[src/rtl/turn_input_cond.sv]
// Turn-stalk and hazard-button input conditioner: per-channel synchronizer and
// debounce filter, a toggle latch for the hazard button, and registered turn requests.
module turn_input_cond #(
  parameter int unsigned DEBOUNCE_CYCLES = 4
) (
  input  logic clk,
  input  logic reset,
  input  logic raw_left,
  input  logic raw_right,
  input  logic raw_hazard,
  output logic left,
  output logic right,
  output logic hazard_on
);

  localparam int unsigned CW       = $clog2(DEBOUNCE_CYCLES + 1);
  localparam int unsigned NCH      = 3;
  localparam int unsigned CH_LEFT  = 0;
  localparam int unsigned CH_RIGHT = 1;
  localparam int unsigned CH_HAZ   = 2;
  localparam logic [CW-1:0] CNT_LAST = CW'(DEBOUNCE_CYCLES - 1);

  logic [NCH-1:0] raw;
  logic [NCH-1:0] s1;
  logic [NCH-1:0] s2;
  logic [NCH-1:0] filt;
  logic [CW-1:0]  cnt [NCH];
  logic           filt_hazard_d;
  logic           next_left;
  logic           next_right;

  assign raw = {raw_hazard, raw_right, raw_left};

  always_ff @(posedge clk or negedge reset) begin
    if (!reset) begin
      s1 <= '0;
      s2 <= '0;
    end else begin
      s1 <= raw;
      s2 <= s1;
    end
  end

  // Flipping on the edge the count would reach DEBOUNCE_CYCLES means the
  // counter never actually holds that value; saturation is implicit.
  always_ff @(posedge clk or negedge reset) begin
    if (!reset) begin
      filt <= '0;
      for (int unsigned i = 0; i < NCH; i++) begin
        cnt[i] <= '0;
      end
    end else begin
      for (int unsigned i = 0; i < NCH; i++) begin
        if (s2[i] == filt[i]) begin
          cnt[i] <= '0;
        end else if (cnt[i] >= CNT_LAST) begin
          filt[i] <= s2[i];
          cnt[i]  <= '0;
        end else begin
          cnt[i] <= cnt[i] + CW'(1);
        end
      end
    end
  end

  always_ff @(posedge clk or negedge reset) begin
    if (!reset) begin
      filt_hazard_d <= 1'b0;
      hazard_on     <= 1'b0;
    end else begin
      filt_hazard_d <= filt[CH_HAZ];
      if (filt[CH_HAZ] && !filt_hazard_d) begin
        hazard_on <= ~hazard_on;
      end
    end
  end

  // Both stalks active is an illegal position and yields no turn request.
  always_comb begin
    next_left  = hazard_on | (filt[CH_LEFT] & ~filt[CH_RIGHT]);
    next_right = hazard_on | (filt[CH_RIGHT] & ~filt[CH_LEFT]);
  end

  always_ff @(posedge clk or negedge reset) begin
    if (!reset) begin
      left  <= 1'b0;
      right <= 1'b0;
    end else begin
      left  <= next_left;
      right <= next_right;
    end
  end

endmodule
[config.mk]
export PLATFORM = sky130hd
export DESIGN_NAME = turn_input_cond
export DESIGN_NICKNAME = d
export VERILOG_FILES = /design/src/rtl/turn_input_cond.sv
export SDC_FILE = /design/constraint.sdc
export NUM_CORES = 1
export LEC_CHECK = 0
export ABC_AREA = 1
export BUFFER_PORTS_ARGS = -buffer_cell sky130_fd_sc_hd__clkbuf_2
export CORE_ASPECT_RATIO = 0.9
export CORE_MARGIN = 1.5
export CORE_UTILIZATION = 35
export DETAILED_ROUTE_END_ITERATION = 7
export GPL_TIMING_DRIVEN = 1
export PLACE_DENSITY = 0.51
export SYNTH_ARGS = -nofsm -noshare
export SYNTH_HDL_FRONTEND = slang
export SYNTH_SLANG_ARGS = --single-unit
[constraint.sdc]
create_clock -name clk -period 1.1 [get_ports clk]
set_clock_uncertainty 0.05 [all_clocks]
set_input_delay 0.22 -clock clk [delete_from_list [all_inputs] [get_ports clk]]
set_output_delay 0.22 -clock clk [all_outputs]
set_load 0.05 [all_outputs]
# Word level (Yosys, flattened, before mapping)
# Index checks and enable logic that the tools add are counted.
[classes]
n_addsub = 3
magnitude_cmp = 3
n_eq_ne = 3
n_mux = 6
bitwise = 10
reduce_logical = 5
[op_table]
columns = ["op", "count"]
rows = [
  ["$mux W3", 6],
  ["$add A3 B1 Y3 const B", 3],
  ["$ge A3 B2 Y1 const B", 3],
  ["$not A1 Y1", 6],
  ["$reduce_and A2 Y1", 3],
  ["$eq A1 B1 Y1", 3],
  ["$and A1 B1 Y1", 2],
  ["$or A1 B1 Y1", 2],
  ["$logic_and A1 B1 Y1", 1],
  ["$logic_not A1 Y1", 1],
]
[word_totals]
register_bits = 22
input_bits = 5
output_inout_bits = 3
elab_cells = 42

# Depth between registers and ports, before layout
[logic_depth]
ltp_word = 3
depth_mapped = 6
depth_no_buf = 6

# Least setup slack after synthesis
# OpenSTA, ideal clock, no wires.
[synth_timing]
kind = "register to register"
start = "register cnt[3] (netlist bit)"
end = "register filt[1]"
setup_time_ps = 117
arrival_ps = 1013
required_ps = 933
setup_slack_ps = -79
stages_incl_launch_ff = 7
n_path_buf = 0
period_less_slack_ps = 1179
cell_sequence = "dfrtp_1 -> ha_1 -> ha_1 -> nor2_4 -> nand2_1 -> nand2_1 -> nand2_1"
[synth_between]
elab_chain_len = 2
[synth_lines]
columns = ["element", "line", "text"]
rows = [
  ["start: declaration", "27", "logic [CW-1:0] cnt [NCH];"],
  ["start signal: indexed assignment", "60", "cnt[i] <= cnt[i] + CW'(1);"],
  ["$ge A3 B2 Y1", "56", "end else if (cnt[i] >= CNT_LAST) begin"],
  ["$reduce_and A2 Y1 (no line)", "--", ""],
  ["end signal: indexed assignment", "57", "filt[i] <= s2[i];"],
  ["end: declaration", "26", "logic [NCH-1:0] filt;"],
]
# No other way between the ends.
# A chain may end at the register's enable or synchronous reset.

# Final worst setup path
# Ends and elaborated chain as after synthesis.

==> impl_metrics.ini <==
[outcome]
status = finished, violations left
failed_checks = negative setup slack

[floorplan]
fp.dieW_um = 57.2
coreArea_mm2 = 0.00249
die_area_mm2 = 0.00296
rows = 17
start_util_pct = 37.2
fp.dieH_um = 51.8
pin_count = 8

[critical_path]
regToRegStartpoint = cnt[3]
required_ns = 1.25
critPathMaxFanout = 5
end_kind = flip-flop
start_kind = flip-flop
crit_type = flip-flop to flip-flop
arrival_ns = 1.35
critPathLaunch = cnt[3]

[placed_design]
dp_cells = 134
gp_congestion = 0.691
pre_cts_ws_ns = -0.107
port_buffers = 7
dp_hpwl_um = 972

[grt]
antenna_found_initial = 0
track_usage_pct = 11.4
grt_pass1_wl_um = 2500
grt_pass1_vias = 589
grt_start_max_net_pins = 23
overflow = 0

[route]
vias = 631
route.met3.wl_um = 52
drt_iter0_drc = 11
wl_met1_um = 686
avgRoutedWirePerCell_um = 8.93
routed_wl_um = 1320
drc = 0
wl_met2_um = 572
ant_nets = 0
drtPass1Iterations = 4
highest_layer = met4
viasPerCell = 4.26

[power_and_ir_drop]
ir_worst_vdd_mv = 1.66
p_leak_nw = 0.658
powerDensity_mw_per_mm2 = 2560

[timing]
setup_violations = 15
tightestPinTransition_ns = 0.264
period_minus_slack_ns = 1.20
fmax_mhz = 836
fin_setup_tns_ns = -0.825
layout_setup_ws_ns = -0.0967
drv_slew = 0
max_slew_margin_pct = 82.4
worst_hold_slack_ns = 0.310
fin_crit_sh_pct = 109
rsz0062_at_grt = yes
hold_viol_final = 0

[cells_and_area]
layout_common_cells = 22 x dfrtp_1, 21 x nand2_1, 15 x inv_1, 10 x buf_4, 9 x nand3_1
multiInputGateArea_um2 = 367
seqCellArea_um2 = 551
area_growth_pct = 32.9
layout_commonest_cell = dfrtp_1
layout.nets = 132
drive_gt1_share_pct = 31.7
fillers = 236
final_cell_count_no_fill = 148
num_antenna_cells = 0

[yosys]
ys_seq_area_share_pct = 59.5
yosysWarnings = 0
syn-num-nets = 106
postSynthCellCount = 95
ys_types = 10
synth_area_leader_cell = dfrtp_1
synth_top_area_share_pct = 59.5
synthTopCellsByArea = dfrtp_1 60%, nand2_1 8.9%, ha_1 8.1%, inv_1 6.1%, nand3_1 4.9%
postSynthAreaPerCell_um2 = 9.73
syn-cell-area_um2 = 925
synth_seq_cells = 22

[clock_tree]
cts_made_buffers = 3
clk_path_buf_depth = 2
insertion_delay_ns = 0.30
cts.sink_count = 22
cts_root_buf = clkbuf_4
htree_levels = 1
clk_pin_slew_worst_paths_ns = 0.11
cts_tree = yes

[min_path]
min_path_type = flip-flop to flip-flop
min_from = s1[2]

[flow_run]
max-cap-violations = 0
==> state kept, by name (all words and copies together), names as in the netlist <==
signal	count
cnt	9
filt	3
s1	3
s2	3
filt_hazard_d	1
hazard_on	1
left	1
right	1
==> critical path, stage by stage, from the launching register on <==
cell and delay [ns]:
dfrtp_1 0.40, ha_2 0.20, ha_4 0.16, nor2_4 0.13
nand2_1 0.06, nand2_1 0.06, nand2_1 0.04
==> cell families (layout without fill, tap and decap cells) <==
group	count (synthesis)	in the layout	synth area share (%)
buffers and inverters	16	41	6.49
flip-flops	22	22	59.5
AND/OR/NAND/NOR	48	48	24.2
AO/OA/AOI/OAI	3	3	1.62
adder cells (fa/ha/maj)	6	6	8.12
==> final timing paths <==
check                            end  slack (ns)  depth (start not counted)
min in group asynchronous  hazard_on        0.36                          3
max reg2reg                  filt[1]        -0.1                          6
max                          filt[1]        -0.1                          6
min reg2reg                    s2[2]        0.31                          0
min                            s2[2]        0.31                          0
max in group asynchronous      s1[0]        0.43                          3
==> per-stage QoR <==
step                      util (%)  power, mW  area [um^2]
after global placement        43.0       2.41         1070
after floorplan                  -       2.14          970
final                         49.4       3.14         1230
after CTS                     48.0       3.06         1190
after detailed placement      43.0       2.44         1070
after global routing          49.4       3.46         1230
==> repair_timing <==
action	4_1_cts	5_1_grt
setup buffers	3	3
endpoints found under the hold margin	25	0
pin swaps	11	1
setup endpoints to repair	15	15
hold buffers	4	0
resized for setup	6	6
==> Yosys cell counts <==
| library cell | number |
|---|---|
| inv_1 | 15 |
| ha_1 | 6 |
| o21ai_0 | 3 |
| nor2_4 | 3 |
| nor2_1 | 10 |
| nand2_2 | 4 |
| dfrtp_1 | 22 |
| nand3_1 | 9 |
| inv_2 | 1 |
| nand2_1 | 22 |
==> power by group <==
part | internal (mW) | switching, mW
Clock | 0.202 | 0.221
Sequential | 1.07 | 0.176
Combinational | 0.691 | 0.788
==> routing by layer <==
| metal | vias to the layer above | track usage [%] |
|---|---|---|
| li1 | 340 | - |
| met1 | 279 | 14.8 |
| met2 | 10 | 16.9 |
| met3 | 2 | 5.22 |
| met4 | 0 | 3.49 |
| met5 | - | 0 |
==> cell type report <==
type,instances,area share (%)
clock buffer,4,2.95
timing repair buffer,21,14.7
sequential,22,44.8
multi-input combinational,57,29.8
tap,28,2.85
inverter,16,4.89
No activity file was read; power rests on OpenSTA's default activity.
